===== config.mk =====
export PLATFORM = sky130hd
export DESIGN_NAME = truth_table_sequencer
export DESIGN_NICKNAME = d
export VERILOG_FILES = /design/src/rtl/ttseq_pkg.sv /design/src/rtl/odev1_devre.sv /design/src/rtl/truth_table_sequencer.sv
export SDC_FILE = /design/constraint.sdc
export NUM_CORES = 1
export LEC_CHECK = 0
export ABC_AREA = 1
export CORE_MARGIN = 2
export CORE_UTILIZATION = 35
export CTS_CLUSTER_DIAMETER = 60
export DETAILED_ROUTE_END_ITERATION = 8
export SETUP_SLACK_MARGIN = 0.15
export SLEW_MARGIN = 10
export SYNTH_ARGS = -nofsm -noshare
export SYNTH_HDL_FRONTEND = slang
export SYNTH_HIERARCHICAL = 1
export SYNTH_SLANG_ARGS = --single-unit

===== constraint.sdc =====
create_clock -name clk -period 2.4 [get_ports clk]
set_clock_uncertainty 0.2 [all_clocks]
set_input_delay 0.24 -clock clk [delete_from_list [all_inputs] [get_ports clk]]
set_output_delay 0.24 -clock clk [all_outputs]
set_load 0.01 [all_outputs]

===== src/rtl/ttseq_pkg.sv =====
// ttseq_pkg: shared state encoding and sizing for the truth-table sequencer
package ttseq_pkg;
  localparam int NUM_VECTORS = 32;
  localparam int VEC_W = 5;
  localparam logic [NUM_VECTORS-1:0] DEFAULT_GOLDEN = 32'hFFFF50F7;
  typedef enum logic [2:0] {IDLE, S_DRIVE, S_SAMPLE, S_DONE, Q_DRIVE, Q_RESP} state_t;
endpackage


===== src/rtl/odev1_devre.sv =====
// odev1_devre: 5-input combinational function under evaluation (truth table 32'hFFFF50F7)
module odev1_devre (
  input  logic A,
  input  logic B,
  input  logic C,
  input  logic D,
  input  logic E,
  output logic F
);
  assign F = A | (~B & (C | ~(D & E))) | (B & C & ~E);
endmodule


===== src/rtl/truth_table_sequencer.sv =====
// truth_table_sequencer: sweeps or queries odev1_devre, building a truth table and golden match
module truth_table_sequencer
  import ttseq_pkg::*;
#(
  parameter int SETTLE_CYCLES = 1,
  parameter logic [NUM_VECTORS-1:0] GOLDEN = DEFAULT_GOLDEN
) (
  input  logic                   clk,
  input  logic                   rst_n,
  input  logic                   start,
  output logic                   busy,
  output logic                   done,
  output logic [NUM_VECTORS-1:0] table_out,
  output logic [5:0]             ones_count,
  output logic                   match,
  input  logic                   q_valid,
  input  logic [VEC_W-1:0]       q_vec,
  output logic                   q_ready,
  output logic                   q_resp_valid,
  output logic                   q_resp_f
);
  state_t stateQ, stateD;
  logic [VEC_W-1:0] vecQ;
  logic [3:0] settleCnt;
  logic settleDone, f;
  odev1_devre uFunc (.A(vecQ[4]), .B(vecQ[3]), .C(vecQ[2]), .D(vecQ[1]), .E(vecQ[0]), .F(f));
  assign settleDone = settleCnt == 4'(SETTLE_CYCLES - 1);
  assign busy = stateQ != IDLE;
  assign done = stateQ == S_DONE;
  assign q_resp_valid = stateQ == Q_RESP;
  assign q_ready = stateQ == IDLE && !start && q_valid;
  always_comb begin
    stateD = stateQ;
    case (stateQ)
      IDLE:     stateD = start ? S_DRIVE : q_valid ? Q_DRIVE : IDLE;
      S_DRIVE:  stateD = settleDone ? S_SAMPLE : S_DRIVE;
      S_SAMPLE: stateD = vecQ == VEC_W'(NUM_VECTORS - 1) ? S_DONE : S_DRIVE;
      Q_DRIVE:  stateD = settleDone ? Q_RESP : Q_DRIVE;
      default:  stateD = IDLE;
    endcase
  end
  always_ff @(posedge clk or negedge rst_n) begin
    if (!rst_n) stateQ <= IDLE;
    else stateQ <= stateD;
  end
  // match is resolved on the last sample so it is already valid during the done pulse
  always_ff @(posedge clk or negedge rst_n) begin
    if (!rst_n) begin
      vecQ <= '0;
      settleCnt <= '0;
      table_out <= '0;
      ones_count <= '0;
      match <= 1'b0;
      q_resp_f <= 1'b0;
    end else begin
      settleCnt <= ((stateQ == S_DRIVE || stateQ == Q_DRIVE) && !settleDone) ? settleCnt + 4'd1 : '0;
      case (stateQ)
        IDLE: begin
          if (start) begin
            vecQ <= '0;
            table_out <= '0;
            ones_count <= '0;
            match <= 1'b0;
          end else if (q_valid) vecQ <= q_vec;
        end
        S_SAMPLE: begin
          table_out[vecQ] <= f;
          ones_count <= ones_count + 6'(f);
          if (vecQ == VEC_W'(NUM_VECTORS - 1)) match <= {f, table_out[NUM_VECTORS-2:0]} == GOLDEN;
          else vecQ <= vecQ + 1'b1;
        end
        Q_DRIVE: if (settleDone) q_resp_f <= f;
        default: ;
      endcase
    end
  end
endmodule


==> metrics.yaml <==
num_vias: 2659
period_share_pct: 85.3
drive_gt1_share_pct: 6.36
ys_top_cells_by_area: "dfrtp_1, nand2_1, nor2_1"
async_reset_ff_share_pct: 100
root_buffer: "clkbuf_8"
synth.top_cell.area_share_pct: 44.8
grt_pass1_vias: 2480
avgSynthCellArea_um2: 7.27
synth_cell_types: 29
synth_area_leader_cell: "dfrtp_1"
cap_violations: 0
cts_made_buffers: 5
worstMarginPinSlew_ns: 0.589
postSynthCellCount: 400
met1_usage_pct: 24.3
drc: 0
synth_common_cells: "nand2_1, nor2_1, dfrtp_1, inv_1, nand3_1"
r2r_cells: 10
worstSetupStartpointType: "flip-flop"
outcome: "completed"
path_max_fanout: 10
p_leak_nw: 1.69
path_class: "reg -> out"
gp_congestion: 0.853
h-tree-depth: 2
die_y_um: 95.2
grt_usage_pct: 17.0
wl_per_cell_um: 12.6
grt_use_met2_pct: 27.2
ios: 53
core_area_um2: 8130
gr-total-overflow: 0
ys_seq_elements: 52
synth.most_common_cell: "nand2_1"
dieWidth_um: 95.2
synth_edf_count: 0
start_util_pct: 35.7
critPathCaptureType: "output port"
arrival_ns: 1.61
rsz0062_at_grt: "false"
yosysWarnings: 6
routed_wl_mm: 7.06
worst_hold_slack_ns: 0.268
dp_hpwl_mm: 5.22
fillers: 834
fmax_ghz: 0.488
die_area_um2: 9050
vias_per_cell: 4.74
layout_min_cycle_time_ns: 2.05
final_area_um2: 3670
clk_path_buf_depth: 2
finalSetupTns_ns: 0
setup_slack_ns: 0.353
drt_iter0_markers: 163
syn_area_um2: 2910
num_antenna_cells: 0
clk_pin_slew_ns: 0.10
vdd_drop_max_uv: 454
syn-num-nets: 418
grt_pass1_wl_mm: 12.0
port_buffers: 52
final-hold-violation-count: 0
grt-busiest-layer: "met2"
row_count: 33
drtAntennaViolNets: 0
place_area_um2: 3520
grt_util_met3_pct: 2.77
synth_seq_area_share_pct: 44.8
grt_max_degree: 30
required_ns: 1.96
power_density_nw_per_um2: 893
pre_cts_slack_ns: 0.392
clock_latency_ns: 0.30
hold_class: "in -> async"
max_slew_margin_pct: 60.7
cts_tree: "built"
fin_nets: 474
total_power_w: 0.00328
finalSetupViolCount: 0
antenna_found_initial: 0
syn_to_final_growth_pct: 26.4
clkSinkCount: 52
synth-main-ff-cell: "dfrtp_1"
first_pass_iters: 4
slew_violations: 0
-- cells by family after synthesis --
family	after synthesis	share of synthesized area, %
flops	52	44.8
xor+xnor	2	0.603
fa+ha+maj	9	3.87
buf+inv	54	8.30
compound gates	44	8.26
simple gates	239	34.2
-- cell usage in the layout, fill, tap and decap left out, types with 3 or more instances in the layout --
cell / instances
buf_4: 4
nand2_2: 3
inv_1: 41
o21ai_0: 16
clkdlybuf4s50_1: 50
a21oi_1: 18
nor2_1: 58
nand3_1: 30
ha_1: 9
clkbuf_8: 5
inv_2: 4
nor3_1: 3
nor2_4: 3
nand2_1: 135
dfrtp_1: 51
o22ai_1: 3
nand4_1: 3
-- layout make-up --
class / count / area, um2 / area share (%)
multi-input combinational: 294 / 1370 / 37.1
sequential: 52 / 1300 / 35.4
timing repair buffer: 58 / 578 / 15.7
inverter: 45 / 169 / 4.60
tap: 105 / 131 / 3.58
clock buffer: 5 / 68.8 / 1.87
clock inverter: 2 / 60.1 / 1.63
-- through the flow --
stage / util (%) / instances
after floorplan: - / 400
after global placement: 43.3 / 552
after detailed placement: 43.3 / 552
after CTS: 45.1 / 561
after global routing: 45.2 / 561
final: 45.2 / 561
-- report_power, final --
group          internal [W]  switching, W
registers           0.00102      0.000187
logic              0.000520      0.000852
clock network      0.000411      0.000290
total               0.00195       0.00133
-- metal layers --
layer | vias up | part of all wire, %
li1 | 1369 | -
met1 | 1214 | 48
met2 | 70 | 46
met3 | 6 | 5.0
met4 | 0 | 0.93
met5 | - | 0
-- worst max-delay path, stage by stage (launching register included) --
cell and delay, ns:
dfrtp_1 0.39, inv_2 0.15, nand2_1 0.09, nor2_1 0.11
clkdlybuf4s50_1 0.55
-- registers in the layout (all words and copies together) (netlist names) --
register / cells
stateQ: 3
vecQ: 5
match: 1
settleCnt: 4
table_out: 32
q_resp_f: 1
ones_count: 6
-- timing repair --
action	CTS	global route
resized for setup	1	1
setup endpoints to repair	1	1
pin swaps	1	0
hold endpoints to repair	23	0
hold buffers	1	0
setup buffers	1	0
-- worst paths after layout --
kind | slack [ns] | end | start
hold / removal | 0.27 | table_out[25] | rst_n
max in group asynchronous | 1.18 | table_out[8] | rst_n
setup reg to reg | 0.37 | ones_count[5] | vecQ[2]
hold reg to reg | 0.29 | settleCnt[0] | settleCnt[0]
min in group clk | 0.29 | settleCnt[0] | settleCnt[0]
setup / recovery | 0.35 | q_resp_valid | stateQ[1]
Note: power is estimated with default switching activity, not from simulation.
